===== config.mk =====
export PLATFORM = sky130hd
export DESIGN_NAME = alu_mul_sequencer
export DESIGN_NICKNAME = d
export VERILOG_FILES = /design/src/rtl/alu_pkg.sv /design/src/rtl/alu_mul_sequencer.sv
export SDC_FILE = /design/constraint.sdc
export NUM_CORES = 1
export LEC_CHECK = 0
export ABC_CLOCK_PERIOD_IN_PS = 1960
export BUFFER_PORTS_ARGS = -buffer_cell sky130_fd_sc_hd__buf_2
export CAP_MARGIN = 20
export CORE_MARGIN = 2
export CORE_UTILIZATION = 51
export DETAILED_ROUTE_END_ITERATION = 7
export HOLD_SLACK_MARGIN = 0.03
export PLACE_DENSITY = 0.79
export SLEW_MARGIN = 15
export SYNTH_ARGS = -nofsm -noshare
export SYNTH_HDL_FRONTEND = slang
export SYNTH_SLANG_ARGS = --single-unit

===== constraint.sdc =====
create_clock -name clk -period 1.96 [get_ports clk]
set_input_delay 0.294 -clock clk [delete_from_list [all_inputs] [get_ports clk]]
set_output_delay 0.294 -clock clk [all_outputs]
set_load 0.02 [all_outputs]

===== src/rtl/alu_pkg.sv =====
// Shared ALU encodings and the multiply sequencer state type.
package alu_pkg;

    localparam logic [1:0] ALU_ADD   = 2'b00;
    localparam logic [1:0] ALU_ANDB  = 2'b01;
    localparam logic [1:0] ALU_XOR   = 2'b10;
    localparam logic [1:0] ALU_SHIFT = 2'b11;

    localparam logic SHIFT_LEFT  = 1'b0;
    localparam logic SHIFT_RIGHT = 1'b1;

    typedef enum logic [2:0] {
        S_IDLE,
        S_ANDB,
        S_ADD,
        S_SHL,
        S_SHR,
        S_DONE
    } seq_state_e;

endpackage


===== src/rtl/alu_mul_sequencer.sv =====
// Shift-and-add multiplier that borrows an external combinational ALU,
// issuing one ANDB/ADD/SHIFT operation per cycle while busy.
module alu_mul_sequencer
    import alu_pkg::*;
#(
    parameter int WIDTH      = 8,
    parameter bit EARLY_EXIT = 1'b1
) (
    input  logic             clk,
    input  logic             reset,
    input  logic             req_valid,
    output logic             req_ready,
    input  logic [WIDTH-1:0] req_a,
    input  logic [WIDTH-1:0] req_b,
    output logic             resp_valid,
    input  logic             resp_ready,
    output logic [WIDTH-1:0] resp_prod,
    output logic [WIDTH-1:0] alu_in1,
    output logic [WIDTH-1:0] alu_in2,
    output logic [1:0]       alu_op,
    output logic             alu_sub,
    input  logic [WIDTH-1:0] alu_out
);

    localparam int ITER_W = (WIDTH > 1) ? $clog2(WIDTH) : 1;

    seq_state_e        state, next_state;
    logic [WIDTH-1:0]  a_r, b_r, acc_r, pp_r;
    logic [ITER_W-1:0] iter_r;
    logic              last_iter;

    assign last_iter  = (iter_r == ITER_W'(WIDTH - 1));
    assign req_ready  = (state == S_IDLE);
    assign resp_valid = (state == S_DONE);
    assign resp_prod  = acc_r;

    // ALU drive depends only on registered state, so req_valid and
    // resp_ready never reach the ALU inputs combinationally.
    always_comb begin
        // NOTE: every output gets a default first so no path infers a latch.
        next_state = state;
        alu_in1    = '0;
        alu_in2    = '0;
        alu_op     = ALU_ADD;
        alu_sub    = 1'b0;
        unique case (state)
            S_IDLE: begin
                if (req_valid)
                    next_state = (EARLY_EXIT && req_b == '0) ? S_DONE : S_ANDB;
            end
            S_ANDB: begin
                alu_in1    = a_r;
                alu_in2    = b_r;
                alu_op     = ALU_ANDB;
                next_state = S_ADD;
            end
            S_ADD: begin
                alu_in1    = acc_r;
                alu_in2    = pp_r;
                next_state = S_SHL;
            end
            S_SHL: begin
                alu_in1    = a_r;
                alu_in2    = WIDTH'(1);
                alu_op     = ALU_SHIFT;
                alu_sub    = SHIFT_LEFT;
                next_state = S_SHR;
            end
            S_SHR: begin
                alu_in1 = b_r;
                alu_in2 = WIDTH'(1);
                alu_op  = ALU_SHIFT;
                alu_sub = SHIFT_RIGHT;
                if (last_iter || (EARLY_EXIT && alu_out == '0))
                    next_state = S_DONE;
                else
                    next_state = S_ANDB;
            end
            S_DONE: begin
                if (resp_ready)
                    next_state = S_IDLE;
            end
            default: next_state = S_IDLE;
        endcase
    end

    always_ff @(posedge clk) begin
        // NOTE: sequential state uses non-blocking assignments so every
        // register samples pre-edge values regardless of statement order.
        if (reset) state <= S_IDLE;
        else       state <= next_state;
    end

    // Datapath registers load from the request or capture alu_out for the
    // operation issued in the current state.
    always_ff @(posedge clk) begin
        if (reset) begin
            a_r    <= '0;
            b_r    <= '0;
            acc_r  <= '0;
            pp_r   <= '0;
            iter_r <= '0;
        end else begin
            unique case (state)
                S_IDLE: begin
                    if (req_valid) begin
                        a_r    <= req_a;
                        b_r    <= req_b;
                        acc_r  <= '0;
                        iter_r <= '0;
                    end
                end
                S_ANDB: pp_r  <= alu_out;
                S_ADD:  acc_r <= alu_out;
                S_SHL:  a_r   <= alu_out;
                S_SHR: begin
                    b_r <= alu_out;
                    if (next_state == S_ANDB)
                        iter_r <= iter_r + ITER_W'(1);
                end
                default: ;
            endcase
        end
    end

endmodule


==> metrics.txt <==
DRC=0; vias in the first global route=1739; Worst EP required=1.67 ns; Layout area overhead=26.9%; synthesized area=1910 µm²; DR pass1 iterations=4; number of synthesized flops with an enable pin=0; Setup WS post-layout=between 0.08 and 0.09 ns; adder-cell area share of the yosys netlist=0.0131; Hold WC Path Type=input port to register; library cells used by synthesis=33; final setup vio count=0; initial antenna violation count=0; FP Rows=22; DP Wirelength=4.03 mm; Die Wd=65.2 µm; mux cell area share after synthesis=0.00590; number of fill cells in the layout=357; hold_buf cts=0; Total Wirelength=between 5 and 6 mm; setup TNS=0 ns; compound-gate portion of the synthesized area=0.252; Post-Synth Simple-Gate Area=0.271; pin count of the biggest net entering global routing=26; WP data arrival=1.59 ns; final setup skew=0.00865 ns; port bufs=between 50 and 60; main flop type after synthesis=dfxtp_1; Clock Pin Slew Worst Setup and Hold Paths=0.08 ns; CTS root buffer=clkbuf_8; Post-Layout Cell Count=349; Initial Util=0.525; Cells after Synth=241; via count=between 1500 and 2000; Final Hold Viols=0; worst slew pin tran=0.534 ns; max-slew violations=0; Syn Area/Cell=7.92 µm²; crit path kind=register to output port; post-place setup slack=0.128 ns; hold slack=0.255 ns; normalized max-slew margin=0.643; status=finished, final reports clean; routability cong.=0.857; CTS sink count=38; GR Overflow Total=0; dpl cells=roughly 340; die footprint=4250 µm²; post-synthesis register bit count=38; CTS tree=built; Pwr per Cell Area=888 nW/µm²; Max VDD drop=0.000517 V; syn_nets=271; I/O pins=57; Achievable Freq=roughly 0.53 GHz; CTS H-tree depth=2; CTS Buf Count=5; sequential-to-total area share from yosys stat=0.399; xor and xnor area share after synthesis=0.00459; multi-input logic area=1050 µm²; startpoint class of the critical path=register; Sequential Area=763 µm²; Static Leak=1.04 nW; Nets=330; Routed Antenna Nets=0; Max FO, Critical Path=15; Ys Warns=0; via/cell ratio=5.68; global-route wire length before repair=8.76 mm; largest family of logic cells by synthesized area=simple AND/OR/NAND/NOR gates; Period Utilization, post-route=0.959; ant diodes=0; max cap viols=0; Die Span Y=65.2 µm; Routed WL per cell=15.6 µm; RSZ-0062 raised after global routing=no; core footprint=3630 µm²; Post-synth ARST share=0; Worst Setup End Kind=output port; Tmin final=around 1.9 ns; DRT iter0 DRCs=243; most common cell after layout, fill and taps aside=nand2_1; total power=2.15 mW; post-CTS setup buffer count=0; fraction of layout cells with a size suffix above 1=0.292; Longest Clk Path Bufs=2; most frequent cells in the layout=nand2_1, buf_2, dfxtp_1; clk_lat worst skew=around 0.3 ns; global-route usage over all layers=0.272
## routing by layer
metal	vias up	part of all wire	track usage
met1	896	0.45	0.389
li1	974	-	-
met3	12	0.083	0.0428
met5	-	0	0
met4	0	0.025	0.130
met2	101	0.45	0.398
## worst max-delay path: stages (launching register included)
cell     delay [ns]
dfxtp_2        0.50
nor2b_1        0.25
buf_4          0.17
nand2_1        0.08
nand2_1        0.11
buf_2          0.17
## synth_stat cells, drive strengths merged (2+ instances only)
cell type,n,area (µm²)
dfxtp,38,761
or3b,2,17.5
ha,2,25.0
nand3b,2,15.0
a22oi,16,120
nand2,62,233
a22o,7,61.3
a21oi,12,60.1
buf,12,70.1
nor2,28,105
nand2b,3,18.8
a211oi,2,27.5
clkbuf,8,30.0
nor2b,3,18.8
nor4,4,37.5
nor3,3,15.0
o21ai,10,50.1
a311oi,16,140
## registers in the layout (all words and copies together), names as in the netlist
signal     flops
a_r            8
b_r            8
pp_r           8
resp_prod      8
iter_r         3
state          3
## where the power goes
group | leakage (nW) | internal [mW] | switching [mW]
Sequential | 0.311 | 0.833 | 0.0609
Clock | 0.0714 | 0.543 | 0.289
Combinational | 0.658 | 0.166 | 0.257
## final timing paths
check / from / to / slack [ns] / depth (start not counted)
setup / recovery: state[0] / alu_op[1] / 0.08 / 5
hold / removal: req_a[5] / a_r[5] / 0.25 / 3
setup reg to reg: state[0] / iter_r[0] / 0.28 / 4
hold reg to reg: pp_r[2] / pp_r[2] / 0.46 / 2
## area by class of cell
cell class / instances / area share
multi-input combinational: 182 / 0.434
sequential: 38 / 0.315
timing repair buffer: 72 / 0.165
clock buffer: 6 / 0.0341
clock inverter: 2 / 0.0248
tap: 48 / 0.0248
inverter: 1 / 0.00155
## stage by stage
step                       util  instance area [µm²]
after global placement    0.624                 2270
after detailed placement  0.624                 2270
after CTS                 0.665                 2410
after floorplan               -                 1910
after global routing      0.666                 2420
final                     0.666                 2420
## logic make-up after synthesis
| family | after synthesis |
|---|---|
| adder cells (fa/ha/maj) | 2 |
| AND/OR/NAND/NOR | 112 |
| buffers and inverters | 21 |
| flip-flops | 38 |
| multiplexers | 1 |
| XOR/XNOR | 1 |
| AO/OA/AOI/OAI | 66 |
## timing repair
action                     4_1_cts  5_1_grt
setup endpoints to repair       16       15
pin swaps                        0        0
gates resized for setup          2        2
Power figures use the tool's default switching activity.
